[src/rtl/vc_rr_arb_mux_if.sv]
// Bundle of the N-input arbitrated mux's input and output channels.
//
// Handshake: on every channel a transfer happens on a rising clock edge where
// valid and ready are both high. A producer that raises valid keeps valid and
// its message stable until that transfer. Ready may depend on valid (through
// arbitration), but valid never depends on ready.
interface vc_rr_arb_mux_if #(
  parameter int p_nbits     = 16,
  parameter int p_nports    = 4,
  parameter int p_sel_nbits = $clog2(p_nports)
);
  logic [p_nports-1:0]         in_val;
  logic [p_nports-1:0]         in_rdy;
  logic [p_nports*p_nbits-1:0] in_msg;
  logic                        out_val;
  logic                        out_rdy;
  logic [p_nbits-1:0]          out_msg;
  logic [p_sel_nbits-1:0]      out_sel;

  // Producers of the input messages and the single consumer.
  modport master (
    output in_val, in_msg, out_rdy,
    input  in_rdy, out_val, out_msg, out_sel
  );

  // The arbiter/mux itself.
  modport slave (
    input  in_val, in_msg, out_rdy,
    output in_rdy, out_val, out_msg, out_sel
  );
endinterface

[src/rtl/vc_rr_arb_mux.sv]
// Round-robin arbitrated N:1 mux with one registered output stage.
// The port that wins a transfer becomes lowest priority for the next one,
// so every requester is served within N transfers.
module vc_rr_arb_mux #(
  parameter int p_nbits     = 16,
  parameter int p_nports    = 4,
  parameter int p_sel_nbits = $clog2(p_nports)
) (
  input logic             clk,
  input logic             reset,
  vc_rr_arb_mux_if.slave  bus
);

  // Priority pointer: the port scanned first by the arbiter.
  logic [p_sel_nbits-1:0] ptr;
  logic [p_sel_nbits-1:0] ptr_nxt;
  logic [p_sel_nbits-1:0] grant_idx;
  logic                   grant_any;
  logic                   out_go;
  logic                   xfer;

  // Output register is empty or is being drained this cycle.
  assign out_go = !bus.out_val || bus.out_rdy;

  // Arbitration: first valid port scanning ptr, ptr+1, ... modulo N.
  always_comb begin
    grant_any = 1'b0;
    grant_idx = '0;
    for (int k = 0; k < p_nports; k++) begin
      if (!grant_any && bus.in_val[(int'(ptr) + k) % p_nports]) begin
        grant_any = 1'b1;
        grant_idx = p_sel_nbits'((int'(ptr) + k) % p_nports);
      end
    end
  end

  // A transfer needs a winner and room in the output register; reset blocks it.
  assign xfer = grant_any && out_go && !reset;

  // Winner is lowest priority next time; wrap explicitly for non-power-of-2 N.
  always_comb begin
    ptr_nxt = grant_idx + 1'b1;
    if (int'(grant_idx) == p_nports - 1) begin
      ptr_nxt = '0;
    end
  end

  // Ready goes only to the granted port, and only when it can transfer.
  always_comb begin
    bus.in_rdy = '0;
    if (xfer) begin
      bus.in_rdy[grant_idx] = 1'b1;
    end
  end

  // Output stage and priority pointer; stalls and idle cycles hold everything
  // except out_val, which drops once a drained register is not refilled.
  always_ff @(posedge clk) begin
    if (reset) begin
      bus.out_val <= 1'b0;
      bus.out_msg <= '0;
      bus.out_sel <= '0;
      ptr         <= '0;
    end else if (xfer) begin
      bus.out_val <= 1'b1;
      bus.out_msg <= bus.in_msg[int'(grant_idx)*p_nbits +: p_nbits];
      bus.out_sel <= grant_idx;
      ptr         <= ptr_nxt;
    end else if (out_go) begin
      bus.out_val <= 1'b0;
    end
  end

  // At most one port may be told ready in any cycle.
  a_rdy_onehot0: assert property (@(posedge clk) $onehot0(bus.in_rdy));

endmodule

[src/flat_wrapper.sv]
// flat-port wrapper written by rule: the top's interface ports become plain ports
module vc_rr_arb_mux_flat 
#(
  parameter int p_nbits     = 16,
  parameter int p_nports    = 4,
  parameter int p_sel_nbits = $clog2(p_nports)
)
  (clk, reset, bus_in_val, bus_in_msg, bus_out_rdy, bus_in_rdy, bus_out_val, bus_out_msg, bus_out_sel);
  vc_rr_arb_mux_if #(.p_nbits(p_nbits), .p_nports(p_nports), .p_sel_nbits(p_sel_nbits)) bus_i ();
  input logic clk;
  input logic reset;
  input wire logic [$bits(bus_i.in_val)-1:0] bus_in_val;
  input wire logic [$bits(bus_i.in_msg)-1:0] bus_in_msg;
  input wire logic [$bits(bus_i.out_rdy)-1:0] bus_out_rdy;
  output wire logic [$bits(bus_i.in_rdy)-1:0] bus_in_rdy;
  output wire logic [$bits(bus_i.out_val)-1:0] bus_out_val;
  output wire logic [$bits(bus_i.out_msg)-1:0] bus_out_msg;
  output wire logic [$bits(bus_i.out_sel)-1:0] bus_out_sel;
  assign bus_i.in_val = bus_in_val;
  assign bus_i.in_msg = bus_in_msg;
  assign bus_i.out_rdy = bus_out_rdy;
  assign bus_in_rdy = bus_i.in_rdy;
  assign bus_out_val = bus_i.out_val;
  assign bus_out_msg = bus_i.out_msg;
  assign bus_out_sel = bus_i.out_sel;
  vc_rr_arb_mux #(.p_nbits(p_nbits), .p_nports(p_nports), .p_sel_nbits(p_sel_nbits)) u_core (.clk(clk), .reset(reset), .bus(bus_i));
endmodule
[config.mk]
export PLATFORM = sky130hd
export DESIGN_NAME = vc_rr_arb_mux_flat
export DESIGN_NICKNAME = d
export VERILOG_FILES = /design/src/rtl/vc_rr_arb_mux_if.sv /design/src/rtl/vc_rr_arb_mux.sv /design/src/flat_wrapper.sv
export SDC_FILE = /design/constraint.sdc
export NUM_CORES = 1
export LEC_CHECK = 0
export ABC_AREA = 1
export BUFFER_PORTS_ARGS = -buffer_cell sky130_fd_sc_hd__buf_4
export CAP_MARGIN = 20
export CORE_MARGIN = 5
export CORE_UTILIZATION = 49
export CTS_BUF_LIST = sky130_fd_sc_hd__clkbuf_8
export DETAILED_ROUTE_END_ITERATION = 6
export PLACE_DENSITY_LB_ADDON = 0.25
export SYNTH_ARGS = -nofsm -noshare
export SYNTH_HDL_FRONTEND = slang
export SYNTH_SLANG_ARGS = --single-unit
[constraint.sdc]
create_clock -name clk -period 5.3 [get_ports clk]
set_input_delay 0.795 -clock clk [delete_from_list [all_inputs] [get_ports clk]]
set_output_delay 0.795 -clock clk [all_outputs]
set_load 0.01 [all_outputs]
==> metrics <==
most frequent CP cell=inv_1; Placed Cells=412; H-tree depth=1; CTS resizes=0; n_diodes=0; pin count of the biggest net entering global routing=between 40 and 50; busiest metal layer after global routing=met2; die width=between 60 and 70 um; Hold-fix buffers, CTS=0; Clock Latency Late Sink=around 0.26 ns; setup bufs post-CTS=0; worst hold-check path type=flip-flop to flip-flop; Worst setup SP type=primary input; FF-to-FF Start=u_core.ptr[0]; Crit. End Element=primary output; most frequent cells after synthesis=nand2_1 (116), nand3_1 (46), inv_1 (29); Port Buffers=93; clk sinks=21; antenna violations before repair=0; met3 usage=0.0421; fin cells=416; Nets=443; max_cap viols=0; maximum root-to-sink buffer count=2; max incr delay on CP=~0.4 ns; achievable frequency=roughly 0.28 GHz; setup TNS=0 ns; Initial Utilization=0.504; drt total wl=4960 um; Initial DRC Count=approximately 260; Detailed Place HPWL=between 3000 and 4000 um; Core Util, Final=0.715; Initial DRT Pass Iterations=4; post-synth top area share=0.259; most numerous cell in the Yosys netlist=nand2_1; Remaining DRCs=0; final setup vio count=0; met1 usage in global routing=0.246; post-route clock period utilization=0.679; Max transition margin=0.525; Root Driver=clkbuf_8; CP bufs+invs=6; Clock Pin Slew Worst Setup and Hold Paths=~0.080 ns; fraction of registers with async set/reset=0; number of distinct library cells after synthesis=27; Slew Limit Fails=0; outcome=finished, final reports clean; unrepaired setup endpoints after global routing=no; RD Place Congestion=about 0.86; FP Rows=21; Max VDD drop=about 0.34 mV; Seq cells post-synth=21; CTS tree=yes; GR Layer Usage met2=0.365; required time of the critical path=4.51 ns; grt total ovfl=0; vias=roughly 2.1k; layout cells sized above 1=0.303; CP cell instances=buf_4, inv_1, nand2_1, nand3_1, nand2_2, inv_1, nand2_1, nand2_2, nand3_4, inv_4, ha_1, inv_1, nor2_1, buf_4; Synth area leader=nand2_1; Ports=94; Die Span Y=68.6 um; synthesized area per cell=5.86 um2; worst-path maximum fanout=between 40 and 50; Slew @ Worst Pin=roughly 0.71 ns; skew final=~0.0011 ns; reg2reg setup slack=approximately 2.6 ns; leakage power=around 1.4 nW; Ys Warns=0; CTS Buf Count=3; Power Dens Cells=577 nW/um2; Area growth syn-to-layout=41.7%; Primary FF master, synth=dfxtp_1; final hold vios=0; post-route ant nets=0; Hold Path End=u_core.bus.out_sel[1]; min Tclk post-route=~3.6 ns; critical hold path startpoint=u_core.bus.out_sel[1]; wire per inst=about 12 um; Post-synth EDFFs=0; first-pass GRT wire length=~7600 um; FF-to-FF End=u_core.ptr[1]; Vias/cell=4.97; R2R depth=13; hold path cells=2; gr usage total=0.205; die area=4710 um2; number of global-route vias before repair=about 1.8k; critical path class=primary input to primary output; slowest CP cell=nand3_4; Post-Syn Nets=approximately 360; core area=about 3300 um2; Mapped Cells=approximately 290; WP data arrival=2.80 ns; top cells by area, synth=nand2_1 (26%), dfxtp_1 (25%), nand3_1 (14%); mapped cell area=between 1500 and 2000 um2; delay-heaviest family, CP=simple AND/OR/NAND/NOR gates; post-synthesis sequential area ratio=0.250
[layout by cell type, fill, tap and decap left out]
cell type  Yosys  layout
nor3_1         1       1
clkinv_2       0       1
dfxtp_1       21      21
ha_1           1       1
nand3_4        3       3
a21oi_1        2       2
nor2_2         1       1
nand3_1       46      46
inv_1         29      29
o31ai_1        1       1
clkbuf_8       0       3
o21ai_0        3       3
inv_2          1       1
nand4_1       12      12
or2_2          1       1
nand2_2        3       3
nor2_4         3       3
buf_4          3      93
nand3_2        1       1
nand2_1      116     116
or2_1          2       2
inv_4          1       1
inv_6          1       1
o211ai_1       3       3
a31oi_1        1       1
nor2_1        20      20
[worst max path at each step]
stage               endpoint           from  slack [ns]  cells past startpoint
5_1_grt        bus_in_rdy[3]  u_core.ptr[0]        1.42                     12
2_1_floorplan  bus_in_rdy[3]  bus_in_val[1]        2.53                     13
6_report       bus_in_rdy[3]  bus_in_val[1]        1.70                     14
3_5_place_dp   bus_in_rdy[3]  bus_in_val[1]        1.71                     14
4_1_cts        bus_in_rdy[3]  bus_in_val[3]        1.70                     14
3_3_place_gp   bus_in_rdy[3]  bus_in_val[1]        1.77                     14
[layer usage]
| layer | vias to the layer above | wire [um] |
|---|---|---|
| met5 | - | 0 |
| met4 | 0 | 34 |
| met3 | 2 | 549 |
| met2 | 91 | 2380 |
| met1 | 896 | 1990 |
| li1 | 1079 | - |
[state kept, by name, indices dropped and copies added (netlist names)]
| register | flops |
|---|---|
| u_core.ptr | 2 |
| u_core.bus.out_sel | 2 |
| u_core.bus.out_val | 1 |
| u_core.bus.out_msg | 16 |
[worst register-to-register path, stage by stage (launching register included)]
cell and delay [ns]:
dfxtp_1 0.61, inv_6 0.10, nand2_1 0.09, nand2_2 0.08
nand2_1 0.07, nand2_1 0.05, nand2_1 0.08, nand2_1 0.07
nand2_2 0.20, nand3_4 0.40, inv_4 0.32, ha_1 0.26
o21ai_0 0.17, a21oi_1 0.06
[metrics by stage]
stage                     hold slack [ns]  power [mW]  worst slack (ns)  area, um2
after global routing                0.485        1.53              1.42       2380
after floorplan                     0.482        1.07              2.53       1680
after CTS                           0.466        1.38              1.70       2380
after detailed placement            0.453        1.27              1.71       2340
final                               0.466        1.38              1.70       2380
after global placement              0.449        1.25              1.77       2340
[report_power, final]
group	leakage (nW)	internal (mW)	switching (mW)	total, mW
logic	1.15	0.364	0.624	0.987
registers	0.175	0.231	0.0478	0.278
clock network	0.0255	0.0524	0.0576	0.110
total	1.35	0.647	0.729	1.38
[final cells by class]
type                            count  area (um2)
Sequential cell                    21         420
Clock inverter                      1        5.00
Clock buffer                        3        41.3
Tap cell                           46        57.6
Fill cell                         308         952
Inverter                           32         128
Multi-Input combinational cell    220        1030
Timing Repair Buffer               93         698
[cells by family (layout without fill, tap and decap cells)]
family / Yosys count / count (layout) / synth area share
flops: 21 / 21 / 0.250
buf+inv: 46 / 129 / 0.135
simple gates: 209 / 209 / 0.571
compound gates: 10 / 10 / 0.0364
fa+ha+maj: 1 / 1 / 0.00743
Power figures use the tool's default switching activity.
